`config.mk`:
```
export PLATFORM = sky130hd
export DESIGN_NAME = prog_freq_divider
export DESIGN_NICKNAME = d
export VERILOG_FILES = /design/src/rtl/dpwm_div_pkg.sv /design/src/rtl/div_channel.sv /design/src/rtl/prog_freq_divider.sv
export SDC_FILE = /design/constraint.sdc
export NUM_CORES = 1
export LEC_CHECK = 0
export ABC_AREA = 1
export CORE_UTILIZATION = 54
export DETAILED_ROUTE_END_ITERATION = 7
export GPL_ROUTABILITY_DRIVEN = 0
export PLACE_DENSITY = 0.82
export SETUP_SLACK_MARGIN = 0.3
export SYNTH_ARGS = -nofsm -noshare
export SYNTH_HDL_FRONTEND = slang
export SYNTH_SLANG_ARGS = --single-unit
```
`constraint.sdc`:
```
create_clock -name clkm -period 1.32 [get_ports clkm]
set_input_delay 0.132 -clock clkm [delete_from_list [all_inputs] [get_ports clkm]]
set_output_delay 0.132 -clock clkm [all_outputs]
set_load 0.01 [all_outputs]
```
`src/rtl/dpwm_div_pkg.sv`:
```
// -----------------------------------------------------------------------------
// dpwm_div_pkg
//   Shared definitions for the DPWM programmable frequency divider.
//   - DEF_W     : default counter / period / high-count width
//   - mode_e    : per-channel output mode encoding (DUTY / TOGGLE)
//   - sel_width : width of the channel-select bus for a given channel count
// -----------------------------------------------------------------------------
package dpwm_div_pkg;

  localparam int DEF_W = 7;

  typedef enum logic {
    MODE_DUTY   = 1'b0,
    MODE_TOGGLE = 1'b1
  } mode_e;

  // A single-channel divider still needs a 1-bit select port.
  function automatic int sel_width(input int nch);
    return (nch <= 1) ? 1 : $clog2(nch);
  endfunction

endpackage

```
`src/rtl/div_channel.sv`:
```
// -----------------------------------------------------------------------------
// div_channel
//   One divider channel: period counter, active and shadow period/high-count
//   registers, pending flag, divided output and period tick.
//   Shadow values move into the active registers only at a period wrap or while
//   the channel is disabled, so a running period is never cut short.
//
// Ports
//   clkm      in  system clock, rising edge
//   reset     in  synchronous, active-high; clears all state
//   enable    in  channel run enable
//   mode      in  0 = DUTY, 1 = TOGGLE (sampled every cycle)
//   load      in  one-cycle strobe: write period_in/high_in into the shadow
//   period_in in  new period P (period length = P+1 cycles)
//   high_in   in  new high count H (DUTY mode)
//   fr        out divided output, registered
//   tick      out one-cycle pulse on the cycle after each period wrap
//   pend      out shadow loaded, commit not yet done
// -----------------------------------------------------------------------------
module div_channel
  import dpwm_div_pkg::*;
#(
  parameter int W        = DEF_W,
  parameter int DEF_PER  = 0,
  parameter int DEF_HIGH = 0
) (
  input  logic         clkm,
  input  logic         reset,
  input  logic         enable,
  input  logic         mode,
  input  logic         load,
  input  logic [W-1:0] period_in,
  input  logic [W-1:0] high_in,
  output logic         fr,
  output logic         tick,
  output logic         pend
);

  localparam logic [W-1:0] RST_PER  = W'(DEF_PER);
  localparam logic [W-1:0] RST_HIGH = W'(DEF_HIGH);

  logic [W-1:0] cnt;
  logic [W-1:0] per_a;
  logic [W-1:0] high_a;
  logic [W-1:0] per_s;
  logic [W-1:0] high_s;

  logic wrap;
  logic commit;

  // A disabled channel has no period in flight, so a pending shadow can be
  // taken over immediately.
  assign wrap   = enable && (cnt == per_a);
  assign commit = pend && (!enable || wrap);

  always_ff @(posedge clkm) begin
    if (reset) begin
      cnt    <= '0;
      per_a  <= RST_PER;
      high_a <= RST_HIGH;
      per_s  <= RST_PER;
      high_s <= RST_HIGH;
      pend   <= 1'b0;
      fr     <= 1'b0;
      tick   <= 1'b0;
    end else begin
      // NOTE: non-blocking assignments mean the commit below reads the shadow
      // as it was before this cycle's load; a load colliding with a commit
      // therefore activates the old shadow and leaves the new one pending.
      if (load) begin
        per_s  <= period_in;
        high_s <= high_in;
      end
      if (commit) begin
        per_a  <= per_s;
        high_a <= high_s;
      end
      pend <= load || (pend && !commit);

      if (!enable) begin
        cnt  <= '0;
        fr   <= 1'b0;
        tick <= 1'b0;
      end else begin
        tick <= wrap;
        cnt  <= wrap ? '0 : cnt + W'(1);
        if (mode == MODE_TOGGLE) begin
          fr <= fr ^ wrap;
        end else begin
          // Compared against the pre-update count, so fr trails cnt by one.
          fr <= (cnt < high_a);
        end
      end
    end
  end

endmodule

```
`src/rtl/prog_freq_divider.sv`:
```
// -----------------------------------------------------------------------------
// prog_freq_divider
//   Multi-channel programmable frequency divider for the DPWM datapath.
//   Decodes the shared load/sel write port into per-channel load strobes and
//   instantiates NCH independent div_channel instances.
//
// Ports
//   clkm      in  system clock, all logic on rising edge
//   reset     in  synchronous, active-high; clears all state
//   enable    in  [NCH] per-channel run enable
//   mode      in  [NCH] per-channel mode: 0 = DUTY, 1 = TOGGLE
//   load      in  one-cycle strobe: write period_in/high_in to shadow of sel
//   sel       in  [SW] target channel; values >= NCH are ignored
//   period_in in  [W] new period value P (period length = P+1 cycles)
//   high_in   in  [W] new high count H (DUTY mode only)
//   fr        out [NCH] divided outputs, registered
//   tick      out [NCH] one-cycle pulse on the cycle after each period wrap
//   pend      out [NCH] shadow loaded, commit not yet done
// -----------------------------------------------------------------------------
module prog_freq_divider
  import dpwm_div_pkg::*;
#(
  parameter  int NCH      = 4,
  parameter  int W        = DEF_W,
  parameter  int DEF_PER  = 0,
  parameter  int DEF_HIGH = 0,
  localparam int SW       = sel_width(NCH)
) (
  input  logic           clkm,
  input  logic           reset,
  input  logic [NCH-1:0] enable,
  input  logic [NCH-1:0] mode,
  input  logic           load,
  input  logic [SW-1:0]  sel,
  input  logic [W-1:0]   period_in,
  input  logic [W-1:0]   high_in,
  output logic [NCH-1:0] fr,
  output logic [NCH-1:0] tick,
  output logic [NCH-1:0] pend
);

  logic [NCH-1:0] ld_ch;

  for (genvar i = 0; i < NCH; i++) begin : g_ch
    // An out-of-range sel matches no channel, so the load is dropped.
    assign ld_ch[i] = load && (sel == SW'(i));

    div_channel #(
      .W        (W),
      .DEF_PER  (DEF_PER),
      .DEF_HIGH (DEF_HIGH)
    ) u_ch (
      .clkm      (clkm),
      .reset     (reset),
      .enable    (enable[i]),
      .mode      (mode[i]),
      .load      (ld_ch[i]),
      .period_in (period_in),
      .high_in   (high_in),
      .fr        (fr[i]),
      .tick      (tick[i]),
      .pend      (pend[i])
    );
  end

endmodule

```
-- After elaboration in Yosys (flattened, before gate mapping)
Cells that the tools add are included.
- input bits: 27
- output and inout port bits: 12
- RAM bits: 0
- word-level logic and storage cells: 100
- memory bits (read-only): 0
- memories: 0
- register bits after elaboration: 152
- latch bits: 0
- shifts and indexed selects: 0
- multiplexer cells: 4
- magnitude comparators: 4
- multiply operators: 0
- bitwise operators: 8
- reduce and logical (&&, ||, !) cells: 41
- equal/unequal tests: 7
- divide/modulo/power cells: 0
- add/subtract/negate cells: 4
- operator list (operator ; count):
    $add 7x1->7 const B ; 4
    $eq 7x7->1 ; 4
    $lt 7x7->1 ; 4
    $logic_and 1x1->1 ; 16
    $reduce_or 3->1 ; 4
    $logic_not 1->1 ; 8
    $logic_or 1x1->1 ; 8
    $reduce_or 2->1 ; 4
    $eq 2x2->1 const B ; 2
    $mux 1 ; 4
    $not 1->1 ; 4
    $xor 1x1->1 ; 4
    $eq 2x1->1 const B ; 1
    $logic_not 2->1 ; 1

-- Depth between registers and ports, before layout
Gate-level depths: netlist of the first run.
- depth after elaboration: 7
- depth in mapped cells: 11

-- Cells and area by module
A second synthesis of the first run with hierarchy kept.
- cell total of the unflattened synthesis: 1024
- area total of the unflattened synthesis: 7231.9 µm²
- by module, submodules not included (module ; area each (µm²) ; cells each ; times used ; sequential area each (µm²)):
    div_channel ; 1800.5 ; 254 ; 4 ; 760.7
    prog_freq_divider ; 30.0 ; 8 ; 1 ; 0.0

-- Worst setup path after synthesis of the first run
Ideal clock, no wire load.
- path kind: register to register
- from: register g_ch[0].u_ch.cnt[3]
- to: register g_ch[0].u_ch.high_a[0]
- arrival: 1.293 ns
- cell stages (with the launch flop): 12
- path slack: -0.088 ns
- data required time: 1.205 ns
- path through: dfxtp_1 -> buf_4 -> inv_2 -> nand2_1 -> nand2_1 -> nor2_1 -> nand2_1 -> o21ai_4 -> buf_6 -> nand3_1 -> nand2_1 -> nor2_1
- longest elaborated chain between the ends: 4
- ends and longest elaborated chain (what ; RTL line ; RTL):
    from (decl) ; div_channel.sv:42 ; logic [W-1:0] cnt;
    from (signal assigned) ; div_channel.sv:86 ; cnt <= wrap ? '0 : cnt + W'(1);
    $eq 7x7->1 ; div_channel.sv:53 ; assign wrap = enable && (cnt == per_a);
    $logic_and 1x1->1 ; div_channel.sv:53 ;
    $logic_or 1x1->1 ; div_channel.sv:54 ; assign commit = pend && (!enable || wrap);
    $logic_and 1x1->1 ; div_channel.sv:54 ;
    to (signal assigned) ; div_channel.sv:76 ; high_a <= high_s;
    to (decl) ; div_channel.sv:44 ; logic [W-1:0] high_a;
No other way between the ends.
A chain may end at the register's enable or synchronous reset.

-- Final worst setup path of the first run
- from: register g_ch[2].u_ch.cnt[5]
- to: register g_ch[2].u_ch.high_a[6]
- longest elaborated chain between the ends: 4
- ends and longest elaborated chain (what ; RTL line):
    from (decl) ; div_channel.sv:42
    from (signal assigned) ; div_channel.sv:86
    $eq 7x7->1 ; div_channel.sv:53
    $logic_and 1x1->1 ; div_channel.sv:53
    $logic_or 1x1->1 ; div_channel.sv:54
    $logic_and 1x1->1 ; div_channel.sv:54
    to (signal assigned) ; div_channel.sv:76
    to (decl) ; div_channel.sv:44
No other way between the ends.

==> impl_metrics.tcl, run 1 <==
set metrics [dict create \
    status "complete, but fails checks" \
    violations "negative setup slack" \
    track_usage_pct 29.2 \
    synth.distinct_cells 26 \
    dp_hpwl_um 11700 \
    p_clk_share_pct 41.2 \
    synth_top_cell_by_area "dfxtp_1" \
    grt-ovfl-total 0 \
    avgRoutedWirePerCell_um 16.9 \
    h-tree-depth 4 \
    start_kind "flop" \
    arrival_ns 1.95 \
    seqPwrFrac_pct 38.5 \
    final_cell_mix "nand2_1 (151), inv_1 (131), buf_4 (98)" \
    drv_cap 0 \
    synth.cell_area_um2 7280 \
    slew_headroom_pct 71.0 \
    post-route-drc-count 0 \
    hold_path.class "input pin to flop" \
    clock-root-buffer "clkbuf_16" \
    cp_max_fo 6 \
    p_leak_nw 4.44 \
    drv_slew 0 \
    synthCells 1030 \
    dp_slack_ns -0.161 \
    fp.dieW_um 118 \
    yosys_warnings 0 \
    path_clk_slew_ns 0.06 \
    clk_path_buf_depth 2 \
    syn_avg_cell_area_um2 7.07 \
    post-route-period-util_pct 125 \
    area_delta_synth_final_pct 46.2 \
    grt.busiest_layer "met2" \
    first_global_vias 7004 \
    first_pass_iters 5 \
    max-vdd-ir-drop_mv 1.22 \
    cell_internal_pwr_mw 9.29 \
    die_area_um2 13900 \
    met2_usage_pct 51.0 \
    finalSetupViolCount 85 \
    grt_pass1_wl_um 32400 \
    core_um2 13200 \
    p_per_area_nw_per_um2 1200 \
    die_y_um 118 \
    ys_seq_area_share_pct 41.8 \
    io_buffers 38 \
    rsz0062_at_grt "yes" \
    layout-drive-gt1-share_pct 39.7 \
    drtIter0Drc 746 \
    clk_latency_ns 0.44 \
    setup_ws_ns -0.327 \
    crit_required_ns 1.62 \
    met1_usage_pct 34.1 \
    finClkSkew_ns 0.0173 \
    swShare_pct 27.2 \
    mostFrequentLayoutCell "nand2_1" \
    row_count 42 \
    place_area_um2 8780 \
    ioPinCount 39 \
    vias 7508 \
    hold_violations 0 \
    wl_um 22900 \
    tightest_slew_ns 0.435 \
    start_util_pct 55.2 \
    cts_buffers 17 \
    synth-seq-cells 152 \
    synth_nets 1085 \
    max_freq_ghz 0.607 \
    p_switching_mw 3.47 \
    grt_max_degree 42 \
    finalInstanceArea_um2 10600 \
    cts_tree "yes" \
    antenna_left 0 \
    diodes 0 \
    via_per_inst 5.56 \
    critPathKind "flop to flop" \
    final_nets 1217 \
    holdBufCountCts 0 \
    antenna_found_initial 0 \
    endpoint_kind "flop" \
    hold_ws_ns 0.243 \
    combPwrFrac_pct 20.3 \
    synth_top_area_share_pct 41.8 \
    clkSinkCount 152 \
    yosys-top-cells-area "dfxtp_1 (42%), nand2_1 (9.9%), a21oi_1 (9.1%), inv_1 (7.9%), nand3_1 (6.0%)" \
    fin_crit_ns 1.65 \
    use_met3_pct 6.15 \
]
## power groups by stage
| stage | Combinational [mW] | Clock, mW | Sequential (mW) |
|---|---|---|---|
| after CTS | 2.17 | 5.24 | 4.91 |
| after global placement | 1.67 | 0 | 4.99 |
| after detailed placement | 1.72 | 0 | 5.00 |
| after global routing | 2.77 | 5.50 | 4.93 |
| after floorplan | 1.14 | 0 | 4.98 |
| final | 2.59 | 5.26 | 4.91 |
## cell usage after synthesis
cell and n:
nor2_1 107, inv_1 153, inv_2 9, nor3_1 10
o21ai_0 58, dfxtp_1 152, nor3b_1 1, nand2_2 2
xnor2_1 6, nand4_1 4, a21oi_1 133, buf_4 14
o21ai_4 4, buf_6 8, o21bai_1 4, buf_1 5
xor2_1 12, nand2_1 192, buf_2 5, ha_1 28
nand3b_1 5, nand3_1 87, nor2_2 1, o21a_1 4
clkbuf_1 25, clkbuf_4 1
## registers in the layout, indices dropped and copies added (netlist names)
signal	flops
g_ch.u_ch.high_s	28
g_ch.u_ch.high_a	28
g_ch.u_ch.per_a	28
g_ch.u_ch.tick	4
g_ch.u_ch.fr	4
g_ch.u_ch.per_s	28
g_ch.u_ch.cnt	28
g_ch.u_ch.pend	4
## worst max-delay path, cell delays in order (launching register included)
cell     delay [ns]
dfxtp_4        0.37
inv_2          0.05
nand2_1        0.08
nand2_1        0.07
nor2_1         0.13
nand2_1        0.12
o21ai_4        0.23
buf_12         0.15
buf_16         0.12
nand3_2        0.05
nand2_1        0.09
nor2_1         0.06
## area by class of cell
class,instances,area [um2]
clock buffers,22,507
fillers,733,2550
flip-flops and latches,152,3160
clock inverters,10,138
inverters,162,611
repair buffers,171,1760
well taps,176,220
multi-input cells,658,4250
## logic make-up (layout without fill, tap and decap cells)
group	count (synthesis)	in the layout	synth area share, %
xor gates and xnor gates	18	18	2.17
adders and majority gates	28	28	4.81
buffers and inverters	220	365	13.0
DFF	152	152	41.8
and+or+nand+nor	409	409	23.3
AOI/OAI and AO/OA	203	203	14.9
## final timing paths
kind,slack [ns],from,to,cells after the start
setup / recovery,-0.33,g_ch[2].u_ch.cnt[5],g_ch[2].u_ch.high_a[6],11
hold / removal,0.24,load,g_ch[0].u_ch.high_s[4],4
setup reg to reg,-0.33,g_ch[2].u_ch.cnt[5],g_ch[2].u_ch.high_a[6],11
hold reg to reg,0.46,g_ch[2].u_ch.per_s[2],g_ch[2].u_ch.per_s[2],2
## what timing repair did
item	4_1_cts	5_1_grt
pin swaps	41	65
hold endpoints to repair	0	0
gates cloned	6	3
endpoints found under the setup margin	110	130
buffers inserted	13	11
resized for setup	128	171
## metrics by stage
step / setup TNS, ns / cells / power (mW) / util (%)
floorplan: -1.72 / 1030 / 6.12 / -
global placement: -4.99 / 1286 / 6.66 / 66.5
detailed placement: -9.21 / 1286 / 6.72 / 66.5
CTS: -6.56 / 1337 / 12.3 / 75.6
global route: -19.59 / 1351 / 13.2 / 80.7
finish: -13.12 / 1351 / 12.8 / 80.7
## routing by layer
metal  share of wire [%]  vias to the layer above
li1                    -                     3519
met3                 6.6                      108
met4                 4.5                        0
met5                   0                        -
met1                  38                     3565
met2                  51                      316
Power figures use the tool's default switching activity.
==> inputs of run 2 (changes only) <==
--- a/config.mk
+++ b/config.mk
@@ -6,6 +6,7 @@
 export NUM_CORES = 1
 export LEC_CHECK = 0
 export ABC_AREA = 1
+export CORE_ASPECT_RATIO = 1.25
 export CORE_UTILIZATION = 54
 export DETAILED_ROUTE_END_ITERATION = 7
 export GPL_ROUTABILITY_DRIVEN = 0
==> run 2 against run 1 <==
  * The run still ends with negative setup slack left
  * Combinational power increased by 18%
  * Maximum frequency decreased by 2.6%
  * Largest power group unchanged
  * Non-clock buffer count increased by 46
  * Critical path type unchanged
==> impl_metrics.tcl, run 2 (synthesis results as in run 1) <==
set metrics [dict create \
    status "complete, but fails checks" \
    violations "negative setup slack" \
    slowest_delay_ns 0.39 \
    timing.rr.start "g_ch[0].u_ch.cnt[3]" \
    dp_hpwl_um 12000 \
    drv_slew 0 \
    finalInstanceArea_um2 11400 \
    arrival_ns 2.02 \
    critPathLaunch "g_ch[0].u_ch.cnt[3]" \
    place_area_um2 8880 \
    power_mw 13.2 \
    via_per_inst 6.12 \
    vias 8513 \
    ioPinCount 39 \
    hold_ws_ns 0.182 \
    p_leak_nw 4.74 \
    max_freq_ghz 0.591 \
    hold_path.class "input pin to flop" \
    post-route-period-util_pct 128 \
    crit_chain "inv_2 > nand2_1 > nand2_1 > nor2_1 > nand2_2 > o21ai_4 > clkbuf_16 > nand3_2 > nand2_2 > nor2_2" \
    grt_max_degree 30 \
    fp.dieW_um 106 \
    die_area_um2 13900 \
    drv_cap 0 \
    io_buffers 38 \
    h-tree-depth 4 \
    grt-ovfl-total 0 \
    antenna_left 0 \
    hold_violations 0 \
    mostFrequentLayoutCell "nand2_1" \
    rr_worst_depth 10 \
    max-vdd-ir-drop_mv 1.31 \
    tightest_slew_ns 0.517 \
    clk_latency_ns 0.45 \
    cp_max_fo 7 \
    critical_path.slowest_cell "dfxtp_4" \
    finalSetupTns_ns -17.78 \
    path_clk_slew_ns 0.07 \
    layout-drive-gt1-share_pct 45.7 \
    start_util_pct 55.2 \
    wl_um 30600 \
    start_kind "flop" \
    fin_crit_ns 1.69 \
    clk_path_buf_depth 2 \
    setup_ws_ns -0.371 \
    first_global_vias 7796 \
    worstSetupEndpoint "g_ch[0].u_ch.high_a[4]" \
    p_per_area_nw_per_um2 1160 \
    antenna_found_initial 0 \
    core_um2 13200 \
    rsz0062_at_grt "yes" \
    die_y_um 132 \
    rr_endpoint "g_ch[0].u_ch.high_a[4]" \
    diodes 0 \
    multi_input_area_um2 4600 \
    final_nets 1263 \
    endpoint_kind "flop" \
    grt_pass1_wl_um 36700 \
    final.fill_count 538 \
    slew_headroom_pct 65.5 \
    post-route-drc-count 0 \
    finalSetupViolCount 87 \
    avgRoutedWirePerCell_um 22.0 \
    regArea_um2 3160 \
    finClkSkew_ns 0.00963 \
    row_count 47 \
    clkSinkCount 152 \
    rrSetupSlack_ns -0.37 \
    fin_util_pct 86.8 \
    track_usage_pct 33.7 \
    crit_required_ns 1.65 \
    holdBufCountCts 0 \
    cts_tree "yes" \
    drtIter0Drc 921 \
    clock-root-buffer "clkbuf_16" \
    cts_buffers 17 \
    first_pass_iters 6 \
    critPathKind "flop to flop" \
    area_delta_synth_final_pct 57.1 \
    final_cell_mix "nand2_1 (136), inv_1 (128), buf_4 (117)" \
]
[run 2: worst max-delay path: cells and delay by family, from the launching register on]
family,cells,cell delay [ns]
buffers and inverters,2,0.30
AND/OR/NAND/NOR,7,0.59
AO/OA/AOI/OAI,1,0.29
flip-flops,1,0.39
[run 2: power by group]
group	internal (mW)	switching (mW)	leakage, nW	total (mW)
Sequential	4.78	0.156	1.27	4.94
Clock	3.14	2.08	0.298	5.23
Combinational	1.40	1.65	3.17	3.05
[run 2: cell type report]
| cell class | instances | share of cell area [%] |
|---|---|---|
| timing repair buffer | 217 | 19.6 |
| multi-input combinational | 658 | 40.2 |
| sequential | 152 | 27.7 |
| clock buffer | 22 | 4.24 |
| inverter | 162 | 5.41 |
| tap | 171 | 1.87 |
| clock inverter | 8 | 1.04 |
[run 2: repair_timing]
action | 4_1_cts | 5_1_grt
cloned | 6 | 9
endpoints found under the setup margin | 110 | 141
buffers inserted | 29 | 21
gates resized for setup | 189 | 207
pin swaps | 54 | 85
[run 2: through the flow]
step | setup WS (ns) | cells
after floorplan | -0.0875 | 1030
after global placement | -0.127 | 1295
after detailed placement | -0.185 | 1295
after CTS | -0.138 | 1360
after global routing | -0.420 | 1390
final | -0.371 | 1390
[run 2: layer usage]
metal	vias up	GRT usage [%]	part of all wire, %
met5	-	0	0
met4	0	20.5	8.3
met3	283	8.21	9.9
met2	696	59.2	48
met1	3905	36.1	33
li1	3629	-	-
[run 2: worst min path at each step]
stage / from / slack, ns / end / depth (start not counted)
2_1_floorplan: reset / 0.20 / g_ch[0].u_ch.pend / 1
3_3_place_gp: g_ch[2].u_ch.cnt[0] / 0.42 / g_ch[2].u_ch.cnt[0] / 1
3_5_place_dp: g_ch[2].u_ch.cnt[0] / 0.43 / g_ch[2].u_ch.cnt[0] / 1
4_1_cts: mode[2] / 0.28 / g_ch[2].u_ch.fr / 3
5_1_grt: reset / 0.19 / g_ch[0].u_ch.pend / 3
6_report: reset / 0.18 / g_ch[0].u_ch.pend / 3
